`src/rtl/ttt_pkg.sv`:
```
// Shared definitions for the tic-tac-toe turn sequencer: FSM states, player and
// board-cell encodings, and the one-hot move helpers.
package ttt_pkg;

  localparam int NUM_CELLS  = 9;
  localparam int CELL_IDX_W = 4;

  typedef enum logic [2:0] {
    ST_IDLE      = 3'd0,
    ST_WAIT_MOVE = 3'd1,
    ST_VALIDATE  = 3'd2,
    ST_REQUEST   = 3'd3,
    ST_RELEASE   = 3'd4
  } seq_state_t;

  typedef enum logic {
    PLAYER_P1 = 1'b0,
    PLAYER_P2 = 1'b1
  } player_t;

  typedef enum logic [1:0] {
    CELL_EMPTY = 2'b00,
    CELL_P1    = 2'b01,
    CELL_P2    = 2'b10
  } cell_t;

  // Vectors that are not strictly one-hot map to cell 0; callers screen them first.
  function automatic logic [CELL_IDX_W-1:0] onehot_to_index(input logic [NUM_CELLS-1:0] onehot);
    logic [CELL_IDX_W-1:0] idx;
    case (onehot)
      9'b000000001: idx = 4'd0;
      9'b000000010: idx = 4'd1;
      9'b000000100: idx = 4'd2;
      9'b000001000: idx = 4'd3;
      9'b000010000: idx = 4'd4;
      9'b000100000: idx = 4'd5;
      9'b001000000: idx = 4'd6;
      9'b010000000: idx = 4'd7;
      9'b100000000: idx = 4'd8;
      default:      idx = 4'd0;
    endcase
    return idx;
  endfunction

  function automatic logic single_cell(input logic [NUM_CELLS-1:0] vec);
    return (vec != 9'd0) && ((vec & (vec - 9'd1)) == 9'd0);
  endfunction

endpackage

```
`src/rtl/button_debouncer.sv`:
```
// Synchronises one raw active-low button and debounces it on the shared poll tick.
// Reports a debounced level and a one-cycle press strobe.
module button_debouncer
  import ttt_pkg::*;
#(
  parameter int DEBOUNCE_TICKS = 8
) (
  input  logic clk,
  input  logic rst,
  input  logic tick,
  input  logic button_n,
  output logic pressed,
  output logic press
);

  localparam int CNT_W = $clog2(DEBOUNCE_TICKS + 1);
  localparam logic [CNT_W-1:0] CNT_LAST = CNT_W'(DEBOUNCE_TICKS - 1);

  logic             sync_a;
  logic             sync_b;
  logic [CNT_W-1:0] cnt;
  logic             sample;

  assign sample = ~sync_b;

  // Two-flop synchroniser; a released button idles high.
  always_ff @(posedge clk) begin
    if (!rst) begin
      sync_a <= 1'b1;
      sync_b <= 1'b1;
    end else begin
      sync_a <= button_n;
      sync_b <= sync_a;
    end
  end

  // Count consecutive tick samples that disagree with the debounced level.
  always_ff @(posedge clk) begin
    if (!rst) begin
      cnt     <= '0;
      pressed <= 1'b0;
      press   <= 1'b0;
    end else begin
      press <= 1'b0;
      if (tick) begin
        if (sample == pressed) begin
          cnt <= '0;
        end else if (cnt == CNT_LAST) begin
          cnt     <= '0;
          pressed <= sample;
          press   <= sample;
        end else begin
          cnt <= cnt + CNT_W'(1);
        end
      end
    end
  end

endmodule

```
`src/rtl/turn_sequencer.sv`:
```
// Turn sequencer: debounces both player buttons, validates the requested cell,
// performs the board write handshake and enforces the per-turn timeout.
module turn_sequencer
  import ttt_pkg::*;
#(
  parameter int CLK_HZ         = 50_000_000,
  parameter int TICK_HZ        = 1000,
  parameter int DEBOUNCE_TICKS = 8,
  parameter int TIMEOUT_TICKS  = 10000
) (
  input  logic                  MAX10_CLK1_50,
  input  logic                  rst,
  input  logic                  p1_select_n,
  input  logic                  p2_select_n,
  input  logic [NUM_CELLS-1:0]  p1_move,
  input  logic [NUM_CELLS-1:0]  p2_move,
  input  logic                  game_active,
  input  logic [NUM_CELLS-1:0]  occupied,
  output logic                  wr_req,
  output logic [CELL_IDX_W-1:0] wr_cell,
  output logic                  wr_player,
  input  logic                  wr_ack,
  output logic                  turn,
  output logic                  invalid_pulse,
  output logic                  timeout_pulse
);

  localparam int TICK_DIV = CLK_HZ / TICK_HZ;
  localparam int TICK_W   = $clog2(TICK_DIV + 1);
  localparam logic [TICK_W-1:0] TICK_LAST = TICK_W'(TICK_DIV - 1);
  localparam int TO_W     = $clog2(TIMEOUT_TICKS + 1);
  localparam logic [TO_W-1:0] TO_LAST = TO_W'(TIMEOUT_TICKS - 1);

  logic [TICK_W-1:0]    tick_cnt;
  logic                 tick;
  logic                 tick_q;
  logic [TO_W-1:0]      timeout_cnt;
  seq_state_t           state;
  logic [NUM_CELLS-1:0] move;
  logic                 mover;
  logic                 abort_pending;

  logic p1_pressed;
  logic p1_press;
  logic p2_pressed;
  logic p2_press;
  logic turn_press;
  logic mover_pressed;

  assign tick          = (tick_cnt == TICK_LAST);
  assign turn_press    = (turn == PLAYER_P2) ? p2_press : p1_press;
  assign mover_pressed = (mover == PLAYER_P2) ? p2_pressed : p1_pressed;

  // Free-running poll-tick divider.
  always_ff @(posedge MAX10_CLK1_50) begin
    if (!rst) begin
      tick_cnt <= '0;
    end else if (tick_cnt == TICK_LAST) begin
      tick_cnt <= '0;
    end else begin
      tick_cnt <= tick_cnt + TICK_W'(1);
    end
  end

  // Debounced strobes appear one cycle after the tick that produced them; the
  // timeout runs on the delayed tick so a press can land on the expiry cycle.
  always_ff @(posedge MAX10_CLK1_50) begin
    if (!rst) begin
      tick_q <= 1'b0;
    end else begin
      tick_q <= tick;
    end
  end

  button_debouncer #(.DEBOUNCE_TICKS(DEBOUNCE_TICKS)) u_p1_debounce (
    .clk      (MAX10_CLK1_50),
    .rst      (rst),
    .tick     (tick),
    .button_n (p1_select_n),
    .pressed  (p1_pressed),
    .press    (p1_press)
  );

  button_debouncer #(.DEBOUNCE_TICKS(DEBOUNCE_TICKS)) u_p2_debounce (
    .clk      (MAX10_CLK1_50),
    .rst      (rst),
    .tick     (tick),
    .button_n (p2_select_n),
    .pressed  (p2_pressed),
    .press    (p2_press)
  );

  // Turn FSM with registered handshake outputs and event strobes.
  always_ff @(posedge MAX10_CLK1_50) begin
    if (!rst) begin
      state         <= ST_IDLE;
      wr_req        <= 1'b0;
      wr_cell       <= '0;
      wr_player     <= PLAYER_P1;
      turn          <= PLAYER_P1;
      invalid_pulse <= 1'b0;
      timeout_pulse <= 1'b0;
      timeout_cnt   <= '0;
      move          <= '0;
      mover         <= PLAYER_P1;
      abort_pending <= 1'b0;
    end else begin
      invalid_pulse <= 1'b0;
      timeout_pulse <= 1'b0;
      case (state)
        ST_IDLE: begin
          if (game_active) begin
            state       <= ST_WAIT_MOVE;
            turn        <= PLAYER_P1;
            timeout_cnt <= '0;
          end else begin
            state <= ST_IDLE;
          end
        end
        ST_WAIT_MOVE: begin
          if (!game_active) begin
            state <= ST_IDLE;
          end else if (turn_press) begin
            move  <= (turn == PLAYER_P2) ? p2_move : p1_move;
            mover <= turn;
            state <= ST_VALIDATE;
          end else if (tick_q) begin
            if (timeout_cnt == TO_LAST) begin
              timeout_pulse <= 1'b1;
              turn          <= ~turn;
              timeout_cnt   <= '0;
            end else begin
              timeout_cnt <= timeout_cnt + TO_W'(1);
            end
          end
        end
        ST_VALIDATE: begin
          if (!game_active) begin
            state <= ST_IDLE;
          end else if (single_cell(move) && ((move & occupied) == 9'd0)) begin
            wr_cell       <= onehot_to_index(move);
            wr_player     <= turn;
            wr_req        <= 1'b1;
            abort_pending <= 1'b0;
            state         <= ST_REQUEST;
          end else begin
            invalid_pulse <= 1'b1;
            state         <= ST_RELEASE;
          end
        end
        ST_REQUEST: begin
          // The write always completes; a game stop seen meanwhile ends in IDLE.
          if (wr_ack) begin
            wr_req        <= 1'b0;
            turn          <= ~turn;
            abort_pending <= 1'b0;
            state         <= (abort_pending || !game_active) ? ST_IDLE : ST_RELEASE;
          end else if (!game_active) begin
            abort_pending <= 1'b1;
          end
        end
        ST_RELEASE: begin
          if (!game_active) begin
            state <= ST_IDLE;
          end else if (!mover_pressed) begin
            timeout_cnt <= '0;
            state       <= ST_WAIT_MOVE;
          end
        end
        default: begin
          state  <= ST_IDLE;
          wr_req <= 1'b0;
        end
      endcase
    end
  end

endmodule

```
`config.mk`:
```
export PLATFORM = sky130hd
export DESIGN_NAME = turn_sequencer
export DESIGN_NICKNAME = d
export VERILOG_FILES = /design/src/rtl/ttt_pkg.sv /design/src/rtl/button_debouncer.sv /design/src/rtl/turn_sequencer.sv
export SDC_FILE = /design/constraint.sdc
export NUM_CORES = 1
export LEC_CHECK = 0
export CAP_MARGIN = 20
export CORE_MARGIN = 1.5
export CORE_UTILIZATION = 54
export DETAILED_ROUTE_END_ITERATION = 10
export HOLD_SLACK_MARGIN = 0.05
export PLACE_DENSITY = 0.89
export SYNTH_ARGS = -nofsm -noshare
export SYNTH_HDL_FRONTEND = slang
export SYNTH_SLANG_ARGS = --single-unit
```
`constraint.sdc`:
```
create_clock -name MAX10_CLK1_50 -period 5.6 [get_ports MAX10_CLK1_50]
set_input_delay 1.4 -clock MAX10_CLK1_50 [delete_from_list [all_inputs] [get_ports MAX10_CLK1_50]]
set_output_delay 1.4 -clock MAX10_CLK1_50 [all_outputs]
set_load 0.02 [all_outputs]
```
Yosys cells after proc, flatten, opt, wreduce, memory -nomap -nowiden

Cells that the tools add are included.

Register bits: 70
Input port bits: 33
Output and inout port bits: 9
Logic and storage cells: 144

Add/sub/neg operators: 5
Equality and inequality tests: 31
Muxes and demuxes: 44
Bitwise gates (word level): 15
Reduce and logical (&&, ||, !) cells: 26

Operators by type and width:

| cell                                                            | count |
|---|---|
| 14-bit 2-to-1 mux                                               | 7 |
| 14-bit one-hot mux with 3 select lines                          | 1 |
| 4-bit one-hot mux with 8 select lines                           | 1 |
| 3-bit 2-to-1 mux                                                | 8 |
| 2-bit != test, second input constant                            | 10 |
| 9-bit AND                                                       | 2 |
| 9-bit logical NOT                                               | 2 |
| 1-bit 2-to-1 mux                                                | 18 |
| 3-bit AND reduction                                             | 6 |
| 16-bit by 1-bit adder with 16-bit output, second input constant | 1 |
| 16-bit == test, second input constant                           | 1 |
| 4-bit 2-to-1 mux                                                | 4 |
| 3-bit one-hot mux with 5 select lines                           | 1 |
| 14-bit by 1-bit adder with 14-bit output, second input constant | 1 |
| 14-bit == test, second input constant                           | 1 |
| 7-bit AND reduction                                             | 2 |
| 1-bit inverter                                                  | 13 |
| 9-bit by 2-bit == test with 1-bit output, second input constant | 1 |
| 9-bit by 3-bit == test with 1-bit output, second input constant | 1 |
| 9-bit by 4-bit == test with 1-bit output, second input constant | 1 |
| 9-bit by 5-bit == test with 1-bit output, second input constant | 1 |
| 9-bit by 6-bit == test with 1-bit output, second input constant | 1 |
| 9-bit by 7-bit == test with 1-bit output, second input constant | 1 |
| 9-bit by 8-bit == test with 1-bit output, second input constant | 1 |
| other kinds (24)                                                | 35 |

Longest topological paths before layout

Depth in word-level cells: 8
Gate-level depth with buffers: 7

Hierarchy

A second synthesis with hierarchy kept.

Cell total of the unflattened synthesis: 418
Area total of the unflattened synthesis: 3618.5 um^2

By module, submodules not included:

| module           | instances | cells an instance | area each (um^2) | seq. area each (um^2) |
|---|---|---|---|---|
| turn_sequencer   | 1         | 352               | 2932.8           | 1081.0 |
| button_debouncer | 2         | 33                | 342.8            | 160.2 |

Worst setup path before layout

Ideal clock, no wire load.

Kind: input -> register
From: input port game_active
To: register abort_pending
Data arrival time: 2.645 ns
Data required time: 5.482 ns
Path slack: 2.838 ns
Cell stages on the path: 5
Path buffers: 1
Cells stage by stage: nor4bb_1 > nand4b_1 > or4_1 > buf_6 > o2111a_1

Longest elaborated chain between the ends: 2
Elaborated cells on any way between the ends: 3
Those cells by class: 2 x eq/ne; 1 x reduce/logical

RTL lines:

| what                                                            | RTL line              | source |
|---|---|---|
| start, declared                                                 | turn_sequencer.sv:17  | `input logic game_active,` |
| 3-bit != test (no source line) or 2-bit != test (tied branches) | -                     |  |
| 4-bit AND reduction (no source line) *                          | -                     |  |
| end signal, assigned                                            | turn_sequencer.sv:106 | `abort_pending <= 1'b0;` |
| end signal, assigned                                            | turn_sequencer.sv:144 | `abort_pending <= 1'b0;` |
| end signal, assigned                                            | turn_sequencer.sv:156 | `abort_pending <= 1'b0;` |
| end, declared                                                   | turn_sequencer.sv:41  | `logic abort_pending;` |

Mark *: on every way between the ends. The rest lies on a longest branch, timed or not.
A chain may end at the register's enable or synchronous reset.

Worst setup path after layout

From: register turn
To: output port turn

RTL lines:

| what                   | RTL line              | source |
|---|---|---|
| start, declared        | turn_sequencer.sv:23  | `output logic turn,` |
| start signal, assigned | turn_sequencer.sv:130 | `turn <= ~turn;` |
| start signal, assigned | turn_sequencer.sv:155 | `turn <= ~turn;` |

No word-level cell between the ends.

==> metrics.txt <==
status=finished clean; clock power share=44.1%; number of synthesized register bits=70; setup TNS=0 ns; # port buffers=41; P_leak=1.39 nW; die height=83.5 um; vias in the first global route=2953; Crit. End Element=output port; average wire per cell in the routed design=15.0 um; syn_nets=459; starting density of the core=55.5%; drt via density=6.00; FP Rows=29; mapped cell area=3500 um^2; Compound-Gate Fraction of Synth Area=14.6%; post-synthesis sequential area ratio=40.0%; largest area contributor in the netlist=dfxtp_1; top post-synthesis cells by area=dfxtp_1 40%, nand2_1 5.1%, nor2_1 5.1%; Die Wd=83.5 um; max-cap viol count=0; most common cell after layout, fill and taps aside=dfxtp_1; relative slew slack=31.2%; Int Power=0.798 mW; area of the die=6980 um^2; pins over their slew limit=0; VDD IR max=0.156 mV; CP Cell Sequence=clkdlybuf4s50_1; combinational share of power=6.4%; dpl cells=516; via count=3198; deepest clock path buffer count=2; core area=6310 um^2; Critical Path AT=1.95 ns; Reg2Reg Setup Slack=2.96 ns; post-synth top area share=40.0%; clk_lat worst skew=0.35 ns; RSZ-0062 raised after global routing=false; mux contribution to synthesized area=5.21%; period utilization=59.8%; gr ovfl total=0; initial antenna violation count=0; fmax=298 MHz; xor and xnor area share after synthesis=4.50%; H-Tree Level Count=3; crit-path max FO=15; Antenna diodes=0; post-cts sizing count=0; first-pass GRT wire length=13200 um; EDFF count, synth=0; # fillers=486; clk slew on worst S/H paths=0.08 ns; final hold vios=0; Buf+Inv Stages, Crit Path=1; fraction of the mapped netlist area in adder cells=1.43%; switching pwr=0.228 mW; Slew @ Worst Pin=1.03 ns; largest family of logic cells by synthesized area=simple AND/OR/NAND/NOR gates; Switching Fraction=22.2%; fin nets=488; PwrDens=247 nW/um^2; total CTS buffers=9; layout cells sized above 1=5.92%; crit-path max cell delay=0.85 ns; GPL Wtd Cong=0.842; Post-CTS Hold Buffers=0; drt first-iter violations=264; routed wire length=8010 um; worst hold path type=register to register; largest net degree at the start of global routing=41; syn avg cell area=8.30 um^2; Crit Path Class=register to output port; Async S/R FF share, synth=0%; most frequent cells in the layout=70 x dfxtp_1, 48 x nand2_1, 48 x nor2_1, 41 x clkdlybuf4s50_1, 22 x a21oi_1; clock sink total=70; Seq pwr share=49.5%; unique cell type count in the Yosys netlist=52; antenna-violating nets left=0; Crit path max-delay family=flip-flops; remaining routing DRC violations=0; crit path launch type=register; minimum clock period=3.35 ns; io pins=42; Critical Path Slowest Stage Cell=dfxtp_1; Post-DP HPWL=5330 um; drt first pass iters=5; Worst EP required=4.20 ns; Root Driver=clkbuf_8; post-synthesis simple-gate area fraction=30.3%; main flop type after synthesis=dfxtp_1; synth-to-layout area growth=18.6%; final cell count without fillers=533; CTS tree=done; GRT Total Usage=23.0%; Tot Pwr=1.03 mW; Worst Skew=0.00926 ns; setup violators final=0; postcts setup bufs=0; Yosys warnings=0; Cells after Synth=422
==> synth_stat cells, types with 11 or more instances <==
cell type,number
nand2b_1,11
or3_1,12
nand3_1,18
nor2_1,48
nand2_1,48
mux2i_1,16
o22ai_1,11
nor3_1,12
dfxtp_1,70
a21oi_1,22
a211oi_1,12
o21ai_0,11
clkbuf_1,17
==> cell type report <==
class | instances | area, um^2 | share of cell area, %
Clock buffer | 10 | 138 | 3.31
Tap cell | 77 | 96.3 | 2.32
Inverter | 5 | 18.8 | 0.452
Sequential cell | 70 | 1400 | 33.7
Multi-Input combinational cell | 321 | 1960 | 47.2
Clock inverter | 6 | 85.1 | 2.05
Timing Repair Buffer | 44 | 453 | 10.9
==> through the flow <==
step	util, %	setup slack, ns	hold WS [ns]	area (um^2)
after global placement	61.9	1.93	0.391	3910
after global routing	65.8	2.19	0.442	4160
after CTS	65.4	2.21	0.415	4130
after detailed placement	61.9	1.86	0.398	3910
final	65.8	2.25	0.415	4160
after floorplan	-	2.84	0.386	3500
==> worst paths after layout <==
path / start / end / depth (start not counted)
min: u_p2_debounce.sync_a$_SDFF_PN1_ / u_p2_debounce.sync_b$_SDFF_PN1_ / 1
max: turn$_SDFFE_PN0P_ / turn / 1
min reg2reg: u_p2_debounce.sync_a$_SDFF_PN1_ / u_p2_debounce.sync_b$_SDFF_PN1_ / 1
max reg2reg: turn$_SDFFE_PN0P_ / timeout_cnt[13]$_SDFFE_PN0P_ / 5
==> routing by layer <==
| layer | part of all wire, % | vias to the layer above | global-route usage [%] |
|---|---|---|---|
| li1 | - | 1581 | - |
| met1 | 44 | 1481 | 27.7 |
| met2 | 48 | 119 | 39.0 |
| met3 | 6.6 | 17 | 5.24 |
| met4 | 1.9 | 0 | 10.6 |
| met5 | 0 | - | 0 |
==> registers in the layout (all words and copies together), names as in the netlist, 3 cells and up <==
name	flops
tick_cnt	16
timeout_cnt	14
move	9
u_p1_debounce.cnt	4
u_p2_debounce.cnt	4
wr_cell	4
state	3
==> power groups by stage <==
stage          Combinational [mW]  Sequential [mW]  Clock [mW]
2_1_floorplan              0.0337            0.516           0
3_3_place_gp               0.0607            0.519           0
3_5_place_dp               0.0623            0.519           0
4_1_cts                    0.0628            0.507       0.459
5_1_grt                    0.0708            0.508       0.483
6_report                   0.0655            0.508       0.453
==> kinds of logic after synthesis <==
family,Yosys count
adders and majority gates,4
buffers and inverters,31
and+or+nand+nor,204
xor gates and xnor gates,18
AOI/OAI and AO/OA,77
DFF,70
muxes,18
Note: power is estimated with default switching activity, not from simulation.
